[src/rtl/ddr_axi_arbiter.sv]
// ddr_axi_arbiter
//
// Shares the single AXI-style transaction port of the DDR transaction
// controller between two requesters (for example a DMA engine and a CPU
// bridge). One whole transaction is granted at a time: the address, every data
// beat and, for writes, the response. Masters are served round-robin. The
// arbiter runs entirely in the core_clk domain.
//
// Parameters
//   ADDR_W  byte address width
//   DATA_W  data beat width
//
// Ports
//   core_clk, core_rst            clock; asynchronous active-high reset
//   mN_aw* / mN_w* / mN_b*        write address, data and response of master N
//   mN_ar* / mN_r*                read address and data of master N
//   s_aw* / s_w* / s_b*           write channels towards the DDR controller
//   s_ar* / s_r*                  read channels towards the DDR controller
//   grant                         one-hot owner of s_*, 00 when idle
//   busy                          high whenever a transaction is in progress
//
// All handshake forwarding is combinational through muxes selected by the
// registered state and grant, so a granted master sustains one beat per cycle.
module ddr_axi_arbiter #(
  parameter int ADDR_W = 26,
  parameter int DATA_W = 16
) (
  input  logic              core_clk,
  input  logic              core_rst,

  input  logic              m0_awvalid,
  output logic              m0_awready,
  input  logic [ADDR_W-1:0] m0_awaddr,
  input  logic [7:0]        m0_awlen,
  input  logic              m0_wvalid,
  output logic              m0_wready,
  input  logic              m0_wlast,
  input  logic [DATA_W-1:0] m0_wdata,
  output logic              m0_bvalid,
  input  logic              m0_bready,
  input  logic              m0_arvalid,
  output logic              m0_arready,
  input  logic [ADDR_W-1:0] m0_araddr,
  input  logic [7:0]        m0_arlen,
  output logic              m0_rvalid,
  input  logic              m0_rready,
  output logic              m0_rlast,
  output logic [DATA_W-1:0] m0_rdata,

  input  logic              m1_awvalid,
  output logic              m1_awready,
  input  logic [ADDR_W-1:0] m1_awaddr,
  input  logic [7:0]        m1_awlen,
  input  logic              m1_wvalid,
  output logic              m1_wready,
  input  logic              m1_wlast,
  input  logic [DATA_W-1:0] m1_wdata,
  output logic              m1_bvalid,
  input  logic              m1_bready,
  input  logic              m1_arvalid,
  output logic              m1_arready,
  input  logic [ADDR_W-1:0] m1_araddr,
  input  logic [7:0]        m1_arlen,
  output logic              m1_rvalid,
  input  logic              m1_rready,
  output logic              m1_rlast,
  output logic [DATA_W-1:0] m1_rdata,

  output logic              s_awvalid,
  input  logic              s_awready,
  output logic [ADDR_W-1:0] s_awaddr,
  output logic [7:0]        s_awlen,
  output logic              s_wvalid,
  input  logic              s_wready,
  output logic              s_wlast,
  output logic [DATA_W-1:0] s_wdata,
  input  logic              s_bvalid,
  output logic              s_bready,
  output logic              s_arvalid,
  input  logic              s_arready,
  output logic [ADDR_W-1:0] s_araddr,
  output logic [7:0]        s_arlen,
  input  logic              s_rvalid,
  output logic              s_rready,
  input  logic              s_rlast,
  input  logic [DATA_W-1:0] s_rdata,

  output logic [1:0]        grant,
  output logic              busy
);

  typedef enum logic [2:0] {
    IDLE    = 3'd0,
    WR_ADDR = 3'd1,
    WR_DATA = 3'd2,
    WR_RESP = 3'd3,
    RD_ADDR = 3'd4,
    RD_DATA = 3'd5
  } state_t;

  state_t     state, state_nxt;
  logic [1:0] grant_q, grant_nxt;
  logic       last_q, last_nxt;
  logic [7:0] cnt_q, cnt_nxt;
  logic [7:0] len_q, len_nxt;

  // Master inputs gathered into index-able vectors so the granted master can
  // be selected with a single index.
  logic [1:0]             m_awvalid, m_wvalid, m_wlast, m_bready, m_arvalid, m_rready;
  logic [1:0][ADDR_W-1:0] m_awaddr, m_araddr;
  logic [1:0][7:0]        m_awlen, m_arlen;
  logic [1:0][DATA_W-1:0] m_wdata;

  logic [1:0]             m_awready, m_wready, m_bvalid, m_arready, m_rvalid, m_rlast;
  logic [1:0][DATA_W-1:0] m_rdata;

  assign m_awvalid = {m1_awvalid, m0_awvalid};
  assign m_wvalid  = {m1_wvalid,  m0_wvalid};
  assign m_wlast   = {m1_wlast,   m0_wlast};
  assign m_bready  = {m1_bready,  m0_bready};
  assign m_arvalid = {m1_arvalid, m0_arvalid};
  assign m_rready  = {m1_rready,  m0_rready};
  assign m_awaddr  = {m1_awaddr,  m0_awaddr};
  assign m_araddr  = {m1_araddr,  m0_araddr};
  assign m_awlen   = {m1_awlen,   m0_awlen};
  assign m_arlen   = {m1_arlen,   m0_arlen};
  assign m_wdata   = {m1_wdata,   m0_wdata};

  assign {m1_awready, m0_awready} = m_awready;
  assign {m1_wready,  m0_wready}  = m_wready;
  assign {m1_bvalid,  m0_bvalid}  = m_bvalid;
  assign {m1_arready, m0_arready} = m_arready;
  assign {m1_rvalid,  m0_rvalid}  = m_rvalid;
  assign {m1_rlast,   m0_rlast}   = m_rlast;
  assign m0_rdata = m_rdata[0];
  assign m1_rdata = m_rdata[1];

  // grant is one-hot while owned, so its upper bit is the owner index.
  logic g;
  assign g = grant_q[1];

  logic [1:0] req;
  logic       aw_hs, w_hs, b_hs, ar_hs, r_hs, last_beat;

  assign req       = m_awvalid | m_arvalid;
  assign aw_hs     = m_awvalid[g] & s_awready;
  assign w_hs      = m_wvalid[g] & s_wready;
  assign b_hs      = s_bvalid & m_bready[g];
  assign ar_hs     = m_arvalid[g] & s_arready;
  assign r_hs      = s_rvalid & m_rready[g];
  assign last_beat = (cnt_q == len_q);

  assign grant = grant_q;
  assign busy  = (state != IDLE);

  always_ff @(posedge core_clk or posedge core_rst) begin
    if (core_rst) begin
      state   <= IDLE;
      grant_q <= 2'b00;
      last_q  <= 1'b1;
      cnt_q   <= 8'd0;
      len_q   <= 8'd0;
    end else begin
      state   <= state_nxt;
      grant_q <= grant_nxt;
      last_q  <= last_nxt;
      cnt_q   <= cnt_nxt;
      len_q   <= len_nxt;
    end
  end

  logic pick;

  always_comb begin
    state_nxt = state;
    grant_nxt = grant_q;
    last_nxt  = last_q;
    cnt_nxt   = cnt_q;
    len_nxt   = len_q;
    pick      = 1'b0;
    case (state)
      IDLE: begin
        if (req != 2'b00) begin
          // Under contention the master that was not served last wins.
          if (req == 2'b11) pick = ~last_q;
          else              pick = req[1];
          grant_nxt = pick ? 2'b10 : 2'b01;
          last_nxt  = pick;
          // A master offering both a write and a read gets the write first.
          state_nxt = m_awvalid[pick] ? WR_ADDR : RD_ADDR;
        end
      end
      WR_ADDR: begin
        if (aw_hs) begin
          len_nxt   = m_awlen[g];
          cnt_nxt   = 8'd0;
          state_nxt = WR_DATA;
        end
      end
      WR_DATA: begin
        if (w_hs) begin
          cnt_nxt = cnt_q + 8'd1;
          if (m_wlast[g] || last_beat) state_nxt = WR_RESP;
        end
      end
      WR_RESP: begin
        if (b_hs) begin
          state_nxt = IDLE;
          grant_nxt = 2'b00;
        end
      end
      RD_ADDR: begin
        if (ar_hs) begin
          len_nxt   = m_arlen[g];
          cnt_nxt   = 8'd0;
          state_nxt = RD_DATA;
        end
      end
      RD_DATA: begin
        if (r_hs) begin
          cnt_nxt = cnt_q + 8'd1;
          if (s_rlast || last_beat) begin
            state_nxt = IDLE;
            grant_nxt = 2'b00;
          end
        end
      end
      default: begin
        state_nxt = IDLE;
        grant_nxt = 2'b00;
      end
    endcase
  end

  always_comb begin
    m_awready = 2'b00;
    m_wready  = 2'b00;
    m_bvalid  = 2'b00;
    m_arready = 2'b00;
    m_rvalid  = 2'b00;
    m_rlast   = 2'b00;
    m_rdata   = '0;
    s_awvalid = 1'b0;
    s_awaddr  = '0;
    s_awlen   = 8'd0;
    s_wvalid  = 1'b0;
    s_wlast   = 1'b0;
    s_wdata   = '0;
    s_bready  = 1'b0;
    s_arvalid = 1'b0;
    s_araddr  = '0;
    s_arlen   = 8'd0;
    s_rready  = 1'b0;
    case (state)
      WR_ADDR: begin
        s_awvalid    = m_awvalid[g];
        s_awaddr     = m_awaddr[g];
        s_awlen      = m_awlen[g];
        m_awready[g] = s_awready;
      end
      WR_DATA: begin
        s_wvalid    = m_wvalid[g];
        s_wdata     = m_wdata[g];
        s_wlast     = m_wlast[g];
        m_wready[g] = s_wready;
      end
      WR_RESP: begin
        m_bvalid[g] = s_bvalid;
        s_bready    = m_bready[g];
      end
      RD_ADDR: begin
        s_arvalid    = m_arvalid[g];
        s_araddr     = m_araddr[g];
        s_arlen      = m_arlen[g];
        m_arready[g] = s_arready;
      end
      RD_DATA: begin
        m_rvalid[g] = s_rvalid;
        m_rdata[g]  = s_rdata;
        // The arbiter's own beat count closes the burst even if the
        // controller never flags its last beat.
        m_rlast[g]  = s_rlast | last_beat;
        s_rready    = m_rready[g];
      end
      default: begin
      end
    endcase
  end

endmodule

[config.mk]
export PLATFORM = sky130hd
export DESIGN_NAME = ddr_axi_arbiter
export DESIGN_NICKNAME = d
export VERILOG_FILES = /design/src/rtl/ddr_axi_arbiter.sv
export SDC_FILE = /design/constraint.sdc
export NUM_CORES = 1
export LEC_CHECK = 0
export BUFFER_PORTS_ARGS = -buffer_cell sky130_fd_sc_hd__buf_4
export CAP_MARGIN = 20
export CELL_PAD_IN_SITES_DETAIL_PLACEMENT = 2
export CELL_PAD_IN_SITES_GLOBAL_PLACEMENT = 2
export CORE_ASPECT_RATIO = 0.5
export CORE_MARGIN = 1
export CORE_UTILIZATION = 18
export DETAILED_ROUTE_END_ITERATION = 12
export PLACE_DENSITY = 0.95
export SLEW_MARGIN = 15
export SYNTH_ARGS = -nofsm -noshare
export SYNTH_HDL_FRONTEND = slang
export SYNTH_SLANG_ARGS = --single-unit
[constraint.sdc]
create_clock -name core_clk -period 3.8 [get_ports core_clk]
set_input_delay 1.14 -clock core_clk [delete_from_list [all_inputs] [get_ports core_clk]]
set_output_delay 1.14 -clock core_clk [all_outputs]
set_load 0.05 [all_outputs]
==> key figures <==
Outcome
  • Status: finished, final reports clean

Clock tree
  • Root buffer cell: clkbuf_16
  • Clock buffer depth: 2
  • Number of hold buffers added after CTS: 0
  • CTS tree: built
  • H-tree depth: 1
  • Post-cts resize count: 0
  • Worst skew pair latency: 0.26 ns
  • Post-CTS setup buffer count: 0
  • CTS Buf Count: 3
  • CTS clk-pin slew, worst paths: 0.06 ns
  • Clock sink count: 22

Die
  • Die Wd: 190 um
  • Ports: 341
  • Initial core utilization: 0.189
  • Core Rows: 33
  • Die ar.: 18300 sq um
  • Die height: 96.1 um
  • Core footprint: 16800 sq um

Yosys
  • Cell with the most instances after synthesis: nor2_1
  • Synth area leader: mux2i_1
  • Synth Warn #: 0
  • Compound-gate portion of the synthesized area: 0.0853
  • Post-synth ARST share: 1.00
  • Leading cell types by count after synthesis: 107 x nor2_1, 89 x mux2i_1, 35 x and2_1
  • Post-synthesis mux area share: 0.372
  • Yosys top cell area share: 0.280
  • Post-Syn Area: 3180 sq um
  • Main flop type after synthesis: dfrtp_1
  • Simple-gate share of the synthesized area: 0.286
  • Mapped Avg Cell Area: 7.94 sq um
  • Post-synthesis cell type count: 52
  • Synth Register Bits: 22
  • Post-Synth Adder-Cell Area: 0.00393
  • Ranking of synthesized cells by area: mux2i_1 28%, dfrtp_1 17%, nor2_1 13%, and2_1 6.9%, mux4_2 5.7%
  • Sequential share of the synthesized area: 0.173
  • Syn_nets: 606
  • Mapped Cells: 401
  • Main combinational cell family by area after synthesis: multiplexers
  • Number of flops mapped to enable cells by yosys: 0
  • Xor and xnor fraction of the mapped netlist area: 0.0275

Global routing
  • Initial antenna violation count: 0
  • GRT Util Overall: 0.219
  • Global route total overflow: 0
  • Largest net degree at the start of global routing: 46
  • Wire length of the first global-routing pass: 30100 um
  • Vias in the first global route: 4982

Worst setup path
  • R2R Path Start: grant[1]
  • WP data arrival: 2.39 ns
  • Critical path peak fanout: 17
  • Required @ worst endpoint: 2.66 ns
  • Reg2Reg Depth: 6
  • Crit path capture type: primary output
  • Crit Path Category: flip-flop to primary output
  • CP Launch Type: flip-flop
  • R2R Setup Slk: 1.37 ns
  • Reg2Reg Capture Point: state[0]

Hold path
  • Hold Crit Class: flip-flop to flip-flop
  • Hold Startpoint: last_q
  • Hold EP: last_q
  • Hold depth: 2

Drt
  • DRC Markers: 0
  • DRT Wirelength: 20700 um
  • DR iter-0 viols: 138
  • ANT nets after route: 0
  • Router iterations before antenna repair: 4
  • Vias: 4335
  • Vias per inst: 4.54
  • WL/cell: 21.7 um

STA
  • Final Max Tran Viols: 0
  • Clock skew: 0.00545 ns
  • Hold Slack: 0.515 ns
  • Max_slew headroom: 0.395
  • Worst-Margin Slew: 0.906 ns
  • Final setup viols: 0
  • Fmax: 283 MHz
  • Final setup TNS: 0 ns
  • Post-route minimum period: 3.53 ns
  • Final period utilization: 0.929
  • Final Hold Viols: 0
  • RSZ-0062 raised after global routing: no

Pwr
  • Internal: 1.72 mW
  • Comb power frac: 0.819
  • PwrDens: 704 nW/um^2
  • Pleak: 3.08 nW
  • Sw Share: 0.598
  • VDD IR max: 0.000262 V
  • Clk pwr share: 0.060
  • P_sw: 2.56 mW
  • Seq pwr share: 0.121

Run
  • Max-Cap Viols: 0

Placement
  • Dpl hpwl: 17000 um
  • IO buf count: 340
  • Placer Congestion: 0.835

Final layout
  • Layout area overhead: 90.7%
  • Layout cells sized above 1: 0.530
  • Layout Nets: 933
  • Final core occ: 0.360
==> flip-flops by register name, indices dropped and copies added (netlist names) <==
register,flops
len_q,8
grant,2
last_q,1
cnt_q,8
state,3
==> metrics by stage <==
| step | power (mW) | setup WS (ns) | cell area [sq um] | std cells |
|---|---|---|---|---|
| floorplan | 2.87 | 0.0577 | 3180 | 401 |
| global placement | 3.88 | 0.596 | 5980 | 950 |
| detailed placement | 3.99 | 0.575 | 5980 | 950 |
| CTS | 4.29 | 0.297 | 6070 | 954 |
| global route | 4.46 | 0.159 | 6070 | 954 |
| finish | 4.28 | 0.271 | 6070 | 955 |
==> power groups by stage <==
| stage | Sequential (mW) | Clock [mW] | Combinational [mW] |
|---|---|---|---|
| after floorplan | 0.410 | 0 | 2.46 |
| after global placement | 0.503 | 0 | 3.37 |
| after detailed placement | 0.515 | 0 | 3.47 |
| after CTS | 0.517 | 0.260 | 3.52 |
| after global routing | 0.537 | 0.264 | 3.66 |
| final | 0.519 | 0.257 | 3.50 |
==> metal layers <==
layer  GRT usage  share of wire  vias up  wire length (um)
li1            -              -     2033                 -
met1       0.245           0.40     2157              8200
met2       0.436           0.55      114             11400
met3      0.0332          0.037       31               759
met4      0.0585          0.018        0               377
met5           0              0        -                 0
==> layout make-up <==
type / count / area, sq um
diodes: 1 / 2.50
clock buffers: 4 / 88.8
fillers: 1957 / 10800
inverters: 9 / 33.8
multi-input cells: 344 / 2470
flip-flops and latches: 22 / 556
well taps: 227 / 284
repair buffers: 348 / 2640
==> worst max path at each step <==
stage	depth (start not counted)	end	startpoint
after global placement	4	s_awvalid	m0_awvalid
final	6	m1_rdata[13]	state[0]
after CTS	6	m1_rdata[13]	state[0]
after global routing	6	m1_rdata[13]	state[0]
after floorplan	6	m0_rlast	grant[1]
after detailed placement	4	s_awvalid	m0_awvalid
==> cell usage in the layout (no fill, tap or decap), types with 2 or more instances in the layout <==
master and instances:
mux2i_1 89, nand2b_1 4, nor2b_1 2, inv_1 9
buf_4 346, and2_1 35, dfrtp_1 20, o211ai_1 2
nor3_1 4, o22ai_1 2, mux2_2 9, buf_12 2
mux4_2 8, and3_1 3, nor2_1 107, nand2_1 17
a21oi_1 2, nand4_1 2, nand2_2 2, nand3_1 4
o21ai_0 14, o31ai_1 2, xnor2_1 10, clkbuf_16 3
a21o_1 2
==> cells by family after synthesis <==
group | count (synthesis)
buffers and inverters | 35
adders and majority gates | 1
muxes | 107
xor gates and xnor gates | 10
DFF | 22
AOI/OAI and AO/OA | 36
and+or+nand+nor | 190
==> critical path: stages (launching register included) <==
cell and delay (ns):
dfrtp_1 0.72, and2b_1 0.32, nand2_1 0.23, nor2_1 0.23, buf_4 0.24, and2_1 0.17, buf_4 0.21
No activity file was read; power rests on OpenSTA's default activity.
